--- config.mk ---
export PLATFORM = sky130hd
export DESIGN_NAME = countdown_timer_flat
export DESIGN_NICKNAME = d
export VERILOG_FILES = /design/src/rtl/countdown_timer_if.sv /design/src/rtl/countdown_timer.sv /design/src/flat_wrapper.sv
export SDC_FILE = /design/constraint.sdc
export NUM_CORES = 1
export LEC_CHECK = 0
export CORE_AREA = 8 8 45 47
export DETAILED_ROUTE_END_ITERATION = 8
export DIE_AREA = 0 0 53 55
export PLACE_DENSITY = 0.69
export SYNTH_ARGS = -nofsm -noshare
export SYNTH_HDL_FRONTEND = slang
export SYNTH_SLANG_ARGS = --single-unit
--- constraint.sdc ---
create_clock -name clk -period 1.6 [get_ports clk]
set_input_delay 0.24 -clock clk [delete_from_list [all_inputs] [get_ports clk]]
set_output_delay 0.24 -clock clk [all_outputs]
set_load 0.02 [all_outputs]
--- src/rtl/countdown_timer_if.sv ---
// Control/status bundle for countdown_timer.
// master: the block that drives commands; slave: the timer itself.
interface countdown_timer_if #(
   parameter int unsigned WIDTH = 4
) ();
   logic             enable;
   logic             load;
   logic [WIDTH-1:0] load_value;
   logic             start;
   logic             abort;
   logic [WIDTH-1:0] counter_out;
   logic             busy;
   logic             done;

   modport master (
      output enable, load, load_value, start, abort,
      input  counter_out, busy, done
   );

   modport slave (
      input  enable, load, load_value, start, abort,
      output counter_out, busy, done
   );
endinterface

--- src/rtl/countdown_timer.sv ---
// Loadable down-counter with an IDLE/RUN FSM and a registered one-cycle
// done pulse on terminal count. All outputs come straight from flops.
// Optional auto-reload is compiled in with `define COUNTDOWN_TIMER_AUTORELOAD_EN:
// the counter then restarts from the last loaded value instead of stopping,
// and only abort (or reset) leaves RUN.
module countdown_timer #(
   parameter int unsigned WIDTH = 4
) (
   input logic                clk,
   input logic                reset,
   countdown_timer_if.slave   tmr_io
);

   typedef enum logic [0:0] {StIdle, StRun} state_e;

   state_e           state_q, state_d;
   logic [WIDTH-1:0] count_q, count_d;
   logic             done_q, done_d;

`ifdef COUNTDOWN_TIMER_AUTORELOAD_EN
   logic [WIDTH-1:0] reload_q, reload_d;
`endif

   // State, count and done pulse registers; synchronous active-high reset.
   always_ff @(posedge clk) begin
      if (reset) begin
         state_q <= StIdle;
         count_q <= '0;
         done_q  <= 1'b0;
      end else begin
         state_q <= state_d;
         count_q <= count_d;
         done_q  <= done_d;
      end
   end

`ifdef COUNTDOWN_TIMER_AUTORELOAD_EN
   // Reload value captured on every accepted load.
   always_ff @(posedge clk) begin
      if (reset) begin
         reload_q <= '0;
      end else begin
         reload_q <= reload_d;
      end
   end
`endif

   // Next-state logic: load beats start in IDLE, abort beats enable in RUN.
   always_comb begin
      state_d = state_q;
      count_d = count_q;
      done_d  = 1'b0;
`ifdef COUNTDOWN_TIMER_AUTORELOAD_EN
      reload_d = reload_q;
`endif
      unique case (state_q)
         StIdle: begin
            if (tmr_io.load) begin
               count_d = tmr_io.load_value;
`ifdef COUNTDOWN_TIMER_AUTORELOAD_EN
               reload_d = tmr_io.load_value;
`endif
            end else if (tmr_io.start) begin
               // Starting from zero is an immediate terminal count.
               if (count_q != '0) begin
                  state_d = StRun;
               end else begin
                  done_d = 1'b1;
               end
            end
         end
         StRun: begin
            if (tmr_io.abort) begin
               state_d = StIdle;
            end else if (tmr_io.enable) begin
               if (count_q > WIDTH'(1)) begin
                  count_d = count_q - WIDTH'(1);
               end else if (count_q == WIDTH'(1)) begin
                  done_d = 1'b1;
`ifdef COUNTDOWN_TIMER_AUTORELOAD_EN
                  if (reload_q != '0) begin
                     count_d = reload_q;
                  end else begin
                     count_d = '0;
                     state_d = StIdle;
                  end
`else
                  count_d = '0;
                  state_d = StIdle;
`endif
               end else begin
                  // Zero in RUN is unreachable; leave without wrapping.
                  state_d = StIdle;
               end
            end
         end
         default: state_d = StIdle;
      endcase
   end

   // Outputs are direct register views.
   always_comb begin
      tmr_io.counter_out = count_q;
      tmr_io.busy        = (state_q == StRun);
      tmr_io.done        = done_q;
   end

endmodule

--- src/flat_wrapper.sv ---
// flat-port wrapper written by rule: the top's interface ports become plain ports
module countdown_timer_flat 
#(
   parameter int unsigned WIDTH = 4
)
  (clk, reset, tmr_io_enable, tmr_io_load, tmr_io_load_value, tmr_io_start, tmr_io_abort, tmr_io_counter_out, tmr_io_busy, tmr_io_done);
  countdown_timer_if #(.WIDTH(WIDTH)) tmr_io_i ();
  input logic clk;
  input logic reset;
  input wire logic [$bits(tmr_io_i.enable)-1:0] tmr_io_enable;
  input wire logic [$bits(tmr_io_i.load)-1:0] tmr_io_load;
  input wire logic [$bits(tmr_io_i.load_value)-1:0] tmr_io_load_value;
  input wire logic [$bits(tmr_io_i.start)-1:0] tmr_io_start;
  input wire logic [$bits(tmr_io_i.abort)-1:0] tmr_io_abort;
  output wire logic [$bits(tmr_io_i.counter_out)-1:0] tmr_io_counter_out;
  output wire logic [$bits(tmr_io_i.busy)-1:0] tmr_io_busy;
  output wire logic [$bits(tmr_io_i.done)-1:0] tmr_io_done;
  assign tmr_io_i.enable = tmr_io_enable;
  assign tmr_io_i.load = tmr_io_load;
  assign tmr_io_i.load_value = tmr_io_load_value;
  assign tmr_io_i.start = tmr_io_start;
  assign tmr_io_i.abort = tmr_io_abort;
  assign tmr_io_counter_out = tmr_io_i.counter_out;
  assign tmr_io_busy = tmr_io_i.busy;
  assign tmr_io_done = tmr_io_i.done;
  countdown_timer #(.WIDTH(WIDTH)) u_core (.clk(clk), .reset(reset), .tmr_io(tmr_io_i));
endmodule
Word level (Yosys, flattened, before mapping)
Cells that the tools add are included.

storage, ports and cells
  logic and storage cells = 34
  bits in registers = 6
  input port bits = 10
  output and inout bits = 6

cells by class
  bitwise logic cells = 1
  eq/ne operators = 5
  order comparisons = 1
  reduce and logical (&&, ||, !) cells = 2
  muxes and demuxes = 21
  add/sub/neg operators = 1

operators with widths
  kind                                                           number
  two-way mux 4 bit                                              5
  two-way mux 1 bit                                              13
  case mux 4 bit (2 select lines)                                1
  inequality test 2 bit, second input constant                   3
  equality test 4 x 1 -> 1 bit, second input constant            1
  greater-than comparator 4 x 1 -> 1 bit, second input constant  1
  case mux 1 bit (2 select lines)                                2
  AND reduction 4 bit                                            1
  nonzero test 4 bit                                             1
  subtractor 4 x 1 -> 4 bit, second input constant               1
  inequality test 3 bit, second input constant                   1
  NOT 1 bit                                                      1

Longest topological paths before layout
Gate-level depths: netlist of the first run.

  depth in word-level cells = 6
  depth in mapped cells = 6
  gate-level depth less buffers = 6

Worst setup path after synthesis of the first run
OpenSTA, ideal clock, no wires.

  kind = register -> register
  start point = register u_core.count_q[0] (netlist: u_core.tmr_io.counter_out[0])
  end point = register u_core.state_q (netlist: u_core.tmr_io.busy)
  path buffers = 0
  clock period less this slack = 1571 ps
  library setup time = 115 ps
  slack = 29 ps
  stages on the path, launching flop included = 6
  required time = 1485 ps
  arrival = 1457 ps
  cell sequence = dfxtp_1 ha_1 or3b_1 a21oi_1 a2bb2oi_1 nor2_1

on the way
  cells in the longest elaborated chain, start to end = 5
  elaborated cells on any way between the ends = 9
  those cells by class = order compare (1); mux (7); reduce/logical (1)

ends and longest elaborated chain
  element                                                                              RTL line                                      source
  start, declared                                                                      countdown_timer.sv:17                         logic [WIDTH-1:0] count_q, count_d;
  start signal, assigned                                                               countdown_timer.sv:32                         count_q <= count_d;
  greater-than comparator 4 x 1 -> 1 bit / nonzero test 4 bit (equally long branches)  countdown_timer.sv:76, countdown_timer.sv:65
  two-way mux 1 bit, on equally long branches                                          countdown_timer.sv:76, countdown_timer.sv:65
  two-way mux 1 bit, on equally long branches                                          countdown_timer.sv:75, countdown_timer.sv:63
  two-way mux 1 bit, on equally long branches                                          countdown_timer.sv:73, countdown_timer.sv:58
  case mux 1 bit (2 select lines) (*)                                                  countdown_timer.sv:56                         unique case (state_q)
  end signal, assigned                                                                 countdown_timer.sv:27                         state_q <= StIdle;
  end signal, assigned                                                                 countdown_timer.sv:31                         state_q <= state_d;
  end, declared                                                                        countdown_timer.sv:16                         state_e state_q, state_d;

Mark *: on every way between the ends. The rest lies on a longest branch, timed or not.
A chain may end at the register's enable or synchronous reset.

Worst setup path after layout of the first run
  start point = register u_core.count_q[1] (netlist: u_core.tmr_io.counter_out[1])
  end point = register u_core.state_q (netlist: u_core.tmr_io.busy)

The elaborated chain is that of the path after synthesis.

==> impl_metrics.ini, run 1 <==
[power_and_ir_drop]
switching_share_pct = 30.48
p_sw_mw = 0.1506
pwr-share-seq_pct = 37.6
vdd_drop_max_v = 0.0004954
p_per_area_nw_per_um2 = 804.0
p_leak_nw = 0.2725
p_int_mw = 0.3434
combPwrFrac_pct = 34.8
clkPwrFrac_pct = 27.6

[clock_network]
cts_sinks = 6
postCtsHoldBufs = 0
clk_path_buf_depth = 2
ctsResizeCount = 3
postCtsSetupRepairBufs = 0
clk_latency_ns = 0.24
h-tree-depth = 1
tritoncts = done
cts_root_buf = clkbuf_4
cts_buffers = 3
clkTransAtPathRegs_ns = 0.04

[yosys]
synthAdderAreaFrac_pct = 6.079
synth_top_family_by_area = simple AND/OR/NAND/NOR gates
synth-xor-area-share_pct = 4.255
yosysUniqueCellTypes = 20
synth_top_area_cell = dfxtp_1
synth_top_area_share_pct = 29.18
yosysSeqAreaShare_pct = 29.18
synth_area_leaders = dfxtp_1 (29%), o221a_1 (11%), inv_1 (7.3%)
syn_avg_cell_area_sq_um = 8.576
yosysWarnings = 0
synth_seq_cells = 6
yosys.area_share.simple_pct = 28.88
synth_nets = 60
mappedNetlistArea_sq_um = 411.6
syn-instance-count = 48
muxShareOfSynthArea_pct = 0
synth-compound-area-share_pct = 20.36

[detailed_routing]
vias_per_cell = 4.878
wl_per_cell_um = 12.50
met1_length_um = 529
route.detailed.drc = 0
routed.top_layer = met3
vias = 400
dr_wl_met3_um = 122
first_pass_iters = 2
detail-route-antenna-nets = 0
drt_iter0_drc = 6
routed_wl_um = 1025
dr_wl_met2_um = 373

[flow_run]
maxCapViolCount = 0

[hold_path]
min_path_type = flop to flop
min_from = u_core.tmr_io.counter_out[1]
hold_path_depth = 2
min_to = u_core.tmr_io.counter_out[1]

[global_route]
grt_use_total_pct = 7.882
grt_pass1_wl_um = 1635
grt_pass1_vias = 382
grt_antenna_before_repair = 0
grt_max_degree = 9
overflow = 0

[floorplanning]
die_h_um = 55
initial_core_util_pct = 29.75
coreArea_sq_um = 1384
die_area_sq_um = 2915
io_pins = 16
die_x_um = 53
rows = 14

[setup_path]
cp-end-kind = flop
timing.rr.start = u_core.tmr_io.counter_out[1]
path_class = flop to flop
worstSetupStartpointType = flop
cp.arrival_ns = 1.62
crit_fanout = 4
r2r-end = u_core.tmr_io.busy
r2r_cells = 6
cp.required_ns = 1.73
regToRegSetupSlack_ns = 0.11

[sta]
period_share_pct = 93.25
hold_viol_final = 0
rsz0062_at_grt = false
worst_pin_slew_ns = 0.3601
setup_violations = 0
clock-skew-final_ns = 0.001408
timing.fmax_ghz = 0.6702
fin_crit_ns = 1.492
fin_setup_tns_ns = 0
max-slew-margin-rel_pct = 75.85
drv_slew = 0

[cells_and_area]
seqCellArea_sq_um = 120.1
nets = 80
areaGrowthSynthToFinish_pct = 49.24
n_fill_cell = 155
final_util_pct = 44.39
drive_above_1_share_pct = 12.12
multi_input_area_sq_um = 257.7
antenna_cells = 0

[placed_design]
place.gp.congestion = 0.7138
post-dp-hpwl_um = 762.6
io_buffers = 15

[run_status]
status = completed
==> worst max-delay path by stage <==
stage / from / end / slack (ns)
global placement: tmr_io_abort / u_core.tmr_io.counter_out[0] / 0.03
floorplan: u_core.tmr_io.counter_out[0] / u_core.tmr_io.busy / 0.03
detailed placement: u_core.tmr_io.counter_out[1] / u_core.tmr_io.counter_out[3] / 0.01
finish: u_core.tmr_io.counter_out[1] / u_core.tmr_io.busy / 0.11
global route: u_core.tmr_io.counter_out[1] / u_core.tmr_io.counter_out[2] / 0.01
CTS: u_core.tmr_io.counter_out[1] / u_core.tmr_io.counter_out[3] / 0.008
==> critical path, stage by stage (launching register included) <==
cell and delay, ns:
dfxtp_1 0.33, inv_1 0.08, ha_1 0.22, or3b_1 0.38
a21oi_1 0.15, a2bb2oi_1 0.17, nor2_1 0.05
==> logic make-up after synthesis <==
| kind of cell | Yosys count |
|---|---|
| compound gates | 9 |
| xor+xnor | 2 |
| fa+ha+maj | 2 |
| buf+inv | 10 |
| flops | 6 |
| simple gates | 19 |
==> layer usage <==
metal  up-vias  track usage, %
met5         -               0
met1       178           8.702
met2        18           10.94
met4         0           2.586
li1        204               -
met3         0           6.684
==> metrics by stage <==
| step | instances | power, mW | hold WS (ns) | area (sq um) | setup slack, ns |
|---|---|---|---|---|---|
| 6_report | 82 | 0.4939 | 0.5240 | 614.3 | 0.1079 |
| 4_1_cts | 82 | 0.4981 | 0.5227 | 599.3 | 0.007636 |
| 5_1_grt | 82 | 0.5334 | 0.5526 | 614.3 | 0.01234 |
| 3_5_place_dp | 79 | 0.3587 | 0.5121 | 580.6 | 0.01357 |
| 3_3_place_gp | 79 | 0.3581 | 0.5080 | 580.6 | 0.03313 |
| 2_1_floorplan | 48 | 0.2939 | 0.3091 | 411.6 | 0.02892 |
==> Yosys cell counts <==
library cell  number
buf_6              1
nor3b_1            2
nor4b_4            1
nor2b_1            1
nor3_1             5
nand3b_1           1
o22ai_2            1
o221a_1            4
buf_2              1
nand2_1            1
xnor2_1            2
o31ai_1            1
nor2_1             6
dfxtp_1            6
ha_1               2
or2_1              1
a2bb2oi_1          1
inv_1              8
or3b_1             1
a21oi_1            2
==> cell type report <==
| class | instances | share of cell area, % |
|---|---|---|
| Clock buffer | 3 | 3.666 |
| Tap cell | 16 | 3.259 |
| Timing Repair Buffer | 17 | 26.68 |
| Multi-Input combinational cell | 32 | 41.96 |
| Inverter | 8 | 4.888 |
| Sequential cell | 6 | 19.55 |
==> cells in the final DEF, fill, tap and decap left out, drive strengths merged <==
master and n:
clkdlybuf4s50 11, inv 8, nor2 6, dfxtp 6, nor3 5, o221a 4, clkbuf 3, dlygate4sd2 3
xnor2 2, nor3b 2, a21oi 2, ha 2, buf 2, o31ai 1, nor4b 1, nand3b 1
o22ai 1, nor2b 1, or3b 1, a2bb2oi 1, nand2 1, or2 1, dlymetal6s2s 1
==> registers in the layout, indices dropped and copies added (netlist names) <==
| name | flops |
|---|---|
| u_core.tmr_io.done | 1 |
| u_core.tmr_io.busy | 1 |
| u_core.tmr_io.counter_out | 4 |
==> power by group through the flow <==
stage	clock network, mW	logic, mW	registers [mW]
after floorplan	0	0.0994	0.194
after global placement	0	0.172	0.187
after detailed placement	0	0.171	0.187
after CTS	0.146	0.167	0.184
after global routing	0.158	0.188	0.188
final	0.136	0.172	0.186
No activity file was read; power rests on OpenSTA's default activity.
==> run 2, diff against run 1 <==
Settings changed: CTS_CLUSTER_SIZE set to 16.
==> results of run 2 <==
Same layout as run 1: the final DEF is identical, and so are final timing and power.
